$ cat config.mk
export PLATFORM = sky130hd
export DESIGN_NAME = main_control_fsm
export DESIGN_NICKNAME = d
export VERILOG_FILES = /design/src/rtl/main_control_fsm.sv
export SDC_FILE = /design/constraint.sdc
export NUM_CORES = 1
export LEC_CHECK = 0
export CAP_MARGIN = 40
export CORE_MARGIN = 2
export CORE_UTILIZATION = 43
export DETAILED_ROUTE_END_ITERATION = 10
export PLACE_DENSITY = 0.88
export SYNTH_ARGS = -nofsm -noshare
export SYNTH_HDL_FRONTEND = slang
export SYNTH_SLANG_ARGS = --single-unit
$ cat constraint.sdc
create_clock -name clk -period 1.7 [get_ports clk]
set_input_delay 0.17 -clock clk [delete_from_list [all_inputs] [get_ports clk]]
set_output_delay 0.17 -clock clk [all_outputs]
set_load 0.01 [all_outputs]
$ cat src/rtl/main_control_fsm.sv
// main_control_fsm: multi-cycle LEGv8 control FSM sequencing fetch, decode, execute, memory and writeback
module main_control_fsm (
  input  logic         clk,
  input  logic         reset,
  input  logic [31:21] ins,
  input  logic         imem_ack,
  input  logic         dmem_ack,
  input  logic         zero,
  output logic         imem_req,
  output logic         dmem_req,
  output logic [1:0]   ALUOp,
  output logic         ALUSrc,
  output logic         Reg2Loc,
  output logic         RegWrite,
  output logic         MemRead,
  output logic         MemWrite,
  output logic         MemToReg,
  output logic         SetFlags,
  output logic         IRWrite,
  output logic         PCWrite,
  output logic         PCSrc,
  output logic         illegal_op
);
  localparam logic [2:0] FETCH = 3'd0, DECODE = 3'd1, EXEC = 3'd2, MEM = 3'd3, WB = 3'd4;
  logic [2:0] state, nxt;
  logic [10:0] op;
  logic f, d, e, m, w;
  logic is_r, is_i, is_ld, is_st, is_cbz, is_b, is_flag, legal, br;
  assign f = state == FETCH;
  assign d = state == DECODE;
  assign e = state == EXEC;
  assign m = state == MEM;
  assign w = state == WB;
  assign is_r = op inside {11'b10001011000, 11'b10101011000, 11'b11001011000, 11'b11101011000,
                           11'b10001010000, 11'b10101010000, 11'b11001010000};
  assign is_i = op[10:1] inside {10'b1001000100, 10'b1011000100, 10'b1101000100, 10'b1111000100,
                                 10'b1001001000, 10'b1011001000, 10'b1101001000};
  assign is_ld = op == 11'b11111000010;
  assign is_st = op == 11'b11111000000;
  assign is_cbz = op[10:3] == 8'b10110100;
  assign is_b = op[10:5] == 6'b000101;
  assign is_flag = op inside {11'b10101011000, 11'b11101011000} ||
                   op[10:1] inside {10'b1011000100, 10'b1111000100};
  assign legal = is_r | is_i | is_ld | is_st | is_cbz | is_b;
  assign br = e && (is_b || (is_cbz && zero));
  // reset gates every output so an in-flight handshake cannot leak a write
  assign imem_req = !reset && f;
  assign IRWrite = !reset && f && imem_ack;
  assign PCWrite = !reset && ((f && imem_ack) || br);
  assign PCSrc = !reset && br;
  assign illegal_op = !reset && d && !legal;
  assign ALUOp = (reset || !e) ? 2'b00 : (is_r | is_i) ? 2'b10 : (is_cbz | is_b) ? 2'b01 : 2'b00;
  assign ALUSrc = !reset && ((e && (is_i | is_ld | is_st)) || m);
  assign Reg2Loc = !reset && e && (is_st | is_cbz);
  assign SetFlags = !reset && e && is_flag;
  assign dmem_req = !reset && m;
  assign MemRead = !reset && m && is_ld;
  assign MemWrite = !reset && m && is_st;
  assign RegWrite = !reset && w;
  assign MemToReg = !reset && w && is_ld;
  assign nxt = f ? (imem_ack ? DECODE : FETCH) :
               d ? (legal ? EXEC : FETCH) :
               e ? ((is_ld | is_st) ? MEM : (is_r | is_i) ? WB : FETCH) :
               m ? (dmem_ack ? (is_ld ? WB : FETCH) : MEM) : FETCH;
  always_ff @(posedge clk) begin
    if (reset) begin
      state <= FETCH;
      op <= 11'b0;
    end else begin
      state <= nxt;
      if (f && imem_ack) op <= ins;
    end
  end
endmodule

== Word level (Yosys, flattened, before mapping) ==
Index checks and enable logic that the tools add are counted.

* Word-level logic and storage cells: 79
* Output and inout bits: 15
* Flip-flop bits (word level): 14

* Bitwise gates (word level): 10
* Mux-type cells: 13
* Reductions and logical operators: 32
* Eq/ne operators: 22

{| class="wikitable"
|+ Operators with widths
! cell !! count
|-
| $eq A11 B11 Y1 const B || 9
|-
| $eq A10 B10 Y1 const B || 7
|-
| $mux W3 || 8
|-
| $logic_and A1 B1 Y1 || 19
|-
| $reduce_bool A7 Y1 || 2
|-
| $or A1 B1 Y1 || 10
|-
| $eq A8 B8 Y1 const B || 1
|-
| $eq A3 B2 Y1 const B || 2
|-
| $eq A6 B3 Y1 const B || 1
|-
| $mux W2 || 3
|-
| $logic_or A1 B1 Y1 || 5
|-
| $reduce_bool A2 Y1 || 2
|-
| $eq A3 B1 Y1 const B || 1
|-
| $eq A3 B3 Y1 const B || 1
|-
| $logic_not A1 Y1 || 3
|-
| $logic_not A3 Y1 || 1
|-
| $mux W1 || 2
|}

== Longest topological paths before layout ==
* Word-level depth: 10
* Depth in mapped cells: 6
* Depth with buffers taken out: 4

== Worst setup path before layout ==
No wires, ideal clock.

* Path kind: flip-flop to output port
* From: register op[3]
* To: output port illegal_op
* Setup slack: 0.158 ns
* Data arrival time: 1.372 ns
* Data required time: 1.530 ns
* Stages on the path, launching flop included: 5
* Buffers on the path: 0
* Cells stage by stage: dfxtp_1 -> nor2b_1 -> a31o_2 -> a2111oi_2 -> and3b_2

* Word-level cells in the longest chain between the ends: 9

{| class="wikitable"
|+ Ends and longest elaborated chain
! what !! line !! RTL
|-
| from (decl) || 26 || <nowiki>logic [10:0] op;</nowiki>
|-
| from (signal assigned) || 71 || <nowiki>if (f && imem_ack) op <= ins;</nowiki>
|-
| $eq A11 B11 Y1 / $eq A10 B10 Y1 (equally long branches) || 34, 36 ||
|-
| $reduce_bool A7 Y1, on equally long branches || 34, 36 ||
|-
| $or A1 B1 Y1 (3 in series) || 44 || <nowiki>assign legal = is_r | is_i | is_ld | is_st | is_cbz | is_b;</nowiki>
|-
| $or A1 B1 Y1 * (2 in series) || 44 ||
|-
| $logic_not A1 Y1 * || 51 || <nowiki>assign illegal_op = !reset && d && !legal;</nowiki>
|-
| $logic_and A1 B1 Y1 * || 51 ||
|-
| to (decl) || 22 || <nowiki>output logic illegal_op</nowiki>
|}

Every way passes the cells marked *; elsewhere a longest branch is shown, timed or not.

== Worst setup path after layout ==
* From: register op[4]
* To: output port illegal_op

The elaborated chain is that of the path after synthesis.

==> results.yml <==
setup_path:
  crit_path_max_incr_delay_ns: 0.38
  worstSetupEndpointType: "primary output"
  worst-r2r-setup-slack_ns: -0.09
  cp_top_family: "compound AO/OA/AOI/OAI gates"
  critical_path.most_common_cell: "sky130_fd_sc_hd__buf_4"
  worstPathCellList: "buf_4 -> buf_4 -> nand4bb_4 -> a21o_4 -> a21o_1 -> and3b_2 -> buf_6"
  crit_path_top_delay_cell: "sky130_fd_sc_hd__dfxtp_2"
  cp.arrival_ns: 1.81
  worstSetupStartpointType: "flip-flop"
  crit_path_class: "flip-flop to primary output"
  cp_data_required_time_ns: 1.53
  timing.critical_path.fanout_max: 3
  critPathBufInv: 3
die:
  coreArea_um2: 1780
  fp.dieH_um: 48.2
  die_width_um: 48.2
  io_pins: 31
  initial_core_util_pct: 47.1
  die_area_um2: 2320
  row_count: 15
timing:
  sum_neg_setup_slack_ns: -2.06
  clock.fmax_mhz: 504
  worst_slew_margin_rel_pct: 69.6
  period_share_pct: 117
  finalSetupViolations: 14
  worst_slack_ns: -0.283
  hold_slack_ns: 0.437
  worst-slew-pin-transition_ns: 0.456
  clock_skew_ns: 0.00917
  period_minus_slack_ns: 1.98
  timing.final.hold_violations: 0
  finalMaxSlewViolations: 0
  unrepaired_setup_endpoints_after_global_routing: "yes"
global_routing:
  initial_antenna_violation_count: 0
  globalRoute.totalOverflow: 0
  grt_use_total_pct: 37.3
  number_of_global_route_vias_before_repair: 1207
  largest_net_degree_at_the_start_of_global_routing: 17
  first_pass_grt_wire_length_um: 5750
layout:
  post_route_cells_drive_above_1_share_pct: 51.6
  n_antenna_cell: 0
  fin_cells: 209
  areaGrowthSynthToFinish_pct: 104
  finish.utilization_pct: 96.0
  design.final.nets: 201
  filler_cell_count: 44
  finish.instance_area_um2: 1710
place:
  dp_slack_ns: -0.367
  detailedPlacementHpwl_um: 2100
  numPlacedInstances: 191
  port-buffer-count: 30
  finalWeightedCongestion: 0.846
  placement.cell_area_um2: 1380
run_status:
  run_status: "finished, violations left"
  failed_checks: "setup timing"
clock_tree:
  worst_skew_pair.late_latency_ns: 0.29
  max_h_tree_level: 1
  ctsLongestPathBuffers: 2
  numClockSinks: 14
  cts_tree: "yes"
  cts-buffers-inserted: 3
  post_cts_hold_buffer_count: 0
  cts_root_buffer: "sky130_fd_sc_hd__clkbuf_4"
  cts.reportedPaths.clkPinSlew_ns: 0.10
worst_hold_path:
  worstHoldPathType: "primary input to flip-flop"
yosys:
  synth_top_area_cell: "sky130_fd_sc_hd__dfxtp_1"
  syn-num-nets: 128
  synthesis.area_um2: 840
  synth_top_area_share_pct: 33.4
  netlist-cell-type-count: 33
  synth-seq-cells: 14
  synth.top_cells.by_area: "sky130_fd_sc_hd__dfxtp_1 33%, sky130_fd_sc_hd__nand2_1 12%, sky130_fd_sc_hd__a21oi_1 9.5%"
  synth-seq-area-share_pct: 33.4
  synthesis.instances: 112
  synthesis.area_per_instance_um2: 7.50
  synth_warnings: 0
routing:
  drcViolationCount: 0
  antenna_left: 0
  viasPerCell: 6.67
  drt-total-wl_um: 5130
  drt_first_pass_iters: 5
  detail_route.wl_per_cell_um: 24.6
  dr_total_vias: 1394
  detailedRoute.firstIterationViolations: 148
power:
  power_leakage_nw: 0.729
  max-vdd-ir-drop_mv: 0.584
  power_density_nw_per_um2: 531
  total_power_mw: 0.910
job:
  timing.max_cap.violations: 0
-- cells in the mapped netlist --
library cell	n
sky130_fd_sc_hd__and3b_1	1
sky130_fd_sc_hd__nor2b_1	2
sky130_fd_sc_hd__o311a_1	1
sky130_fd_sc_hd__buf_2	2
sky130_fd_sc_hd__nor2_1	6
sky130_fd_sc_hd__nand3b_1	3
sky130_fd_sc_hd__nand2_1	27
sky130_fd_sc_hd__a2111oi_2	2
sky130_fd_sc_hd__and3_1	3
sky130_fd_sc_hd__and4_1	1
sky130_fd_sc_hd__nor4_1	2
sky130_fd_sc_hd__a21o_2	1
sky130_fd_sc_hd__nor3_1	1
sky130_fd_sc_hd__a211oi_1	1
sky130_fd_sc_hd__xnor2_1	1
sky130_fd_sc_hd__o21ai_0	1
sky130_fd_sc_hd__a21o_1	3
sky130_fd_sc_hd__clkbuf_1	5
sky130_fd_sc_hd__and3b_2	1
sky130_fd_sc_hd__and2_1	1
sky130_fd_sc_hd__a311o_1	1
sky130_fd_sc_hd__a21oi_1	16
sky130_fd_sc_hd__or4_1	1
sky130_fd_sc_hd__inv_1	1
sky130_fd_sc_hd__o22ai_1	1
sky130_fd_sc_hd__nand4bb_1	1
sky130_fd_sc_hd__a31oi_1	1
sky130_fd_sc_hd__dfxtp_1	14
sky130_fd_sc_hd__and4b_1	1
sky130_fd_sc_hd__a31o_2	1
sky130_fd_sc_hd__nand2b_1	5
sky130_fd_sc_hd__nor3b_1	1
sky130_fd_sc_hd__nor4b_1	3
-- final timing paths --
check,depth (start not counted),startpoint,to
worst max register to register,7,op[4]$_SDFFE_PP0P_,state[1]$_SDFF_PP0_
worst max-delay path,7,op[4]$_SDFFE_PP0P_,illegal_op
worst min register to register,2,op[7]$_SDFFE_PP0P_,op[7]$_SDFFE_PP0P_
worst min-delay path,3,ins[28],op[7]$_SDFFE_PP0P_
-- per-layer routing --
| layer | global-route usage [%] | vias up | routed length [µm] |
|---|---|---|---|
| met1 | 44.7 | 622 | 1800 |
| met4 | 21.1 | 0 | 434 |
| met5 | 0 | - | 0 |
| li1 | - | 546 | - |
| met2 | 63.7 | 166 | 2280 |
| met3 | 4.81 | 60 | 614 |
-- layout by cell type (no fill, tap or decap), drive strengths merged, types with 2 or more instances in the layout --
cell           Yosys  routed
a2111oi            2       2
a21o               4       4
a21oi             16      16
and3               3       3
and3b              2       2
buf                2      55
clkbuf             5       6
clkdlybuf4s50      0      15
dfxtp             14      14
dlygate4sd2        0       2
nand2             27      27
nand2b             5       5
nand3b             3       3
nor2               6       6
nor2b              2       2
nor4               2       2
nor4b              3       3
-- area by class of cell --
type / count / area, µm² / share of cell area [%]
Timing Repair Buffer: 75 / 631 / 36.8
Inverter: 1 / 3.75 / 0.219
Multi-Input combinational cell: 90 / 707 / 41.3
Tap cell: 25 / 31.3 / 1.83
Sequential cell: 14 / 303 / 17.7
Clock buffer: 4 / 36.3 / 2.12
-- timing repair --
action | 4_1_cts | 5_1_grt
resized for setup | 75 | 29
setup endpoints to repair | 16 | 14
setup buffers | 10 | 4
pin swaps | 11 | 9
-- worst reg2reg max path: stages, from the launching register on --
cell and delay (ns):
sky130_fd_sc_hd__dfxtp_2 0.38, sky130_fd_sc_hd__buf_4 0.12, sky130_fd_sc_hd__buf_4 0.12, sky130_fd_sc_hd__nand4bb_4 0.14, sky130_fd_sc_hd__a21o_4 0.23, sky130_fd_sc_hd__a21o_1 0.20
sky130_fd_sc_hd__buf_4 0.15, sky130_fd_sc_hd__a2111oi_4 0.34
-- cell families after synthesis --
group / Yosys count / synth area share [%]
XOR/XNOR: 1 / 1.04
AO/OA/AOI/OAI: 29 / 23.3
buffers and inverters: 8 / 3.87
flip-flops: 14 / 33.4
AND/OR/NAND/NOR: 60 / 38.5
-- flip-flops by register name, summed over array words and instances (netlist names) --
| name | count |
|---|---|
| op | 11 |
| state | 3 |
-- where the power goes --
part	internal, mW	switching, mW
Clock	0.131	0.120
Combinational	0.149	0.138
Sequential	0.345	0.0266
(Power assumes the default switching activity.)
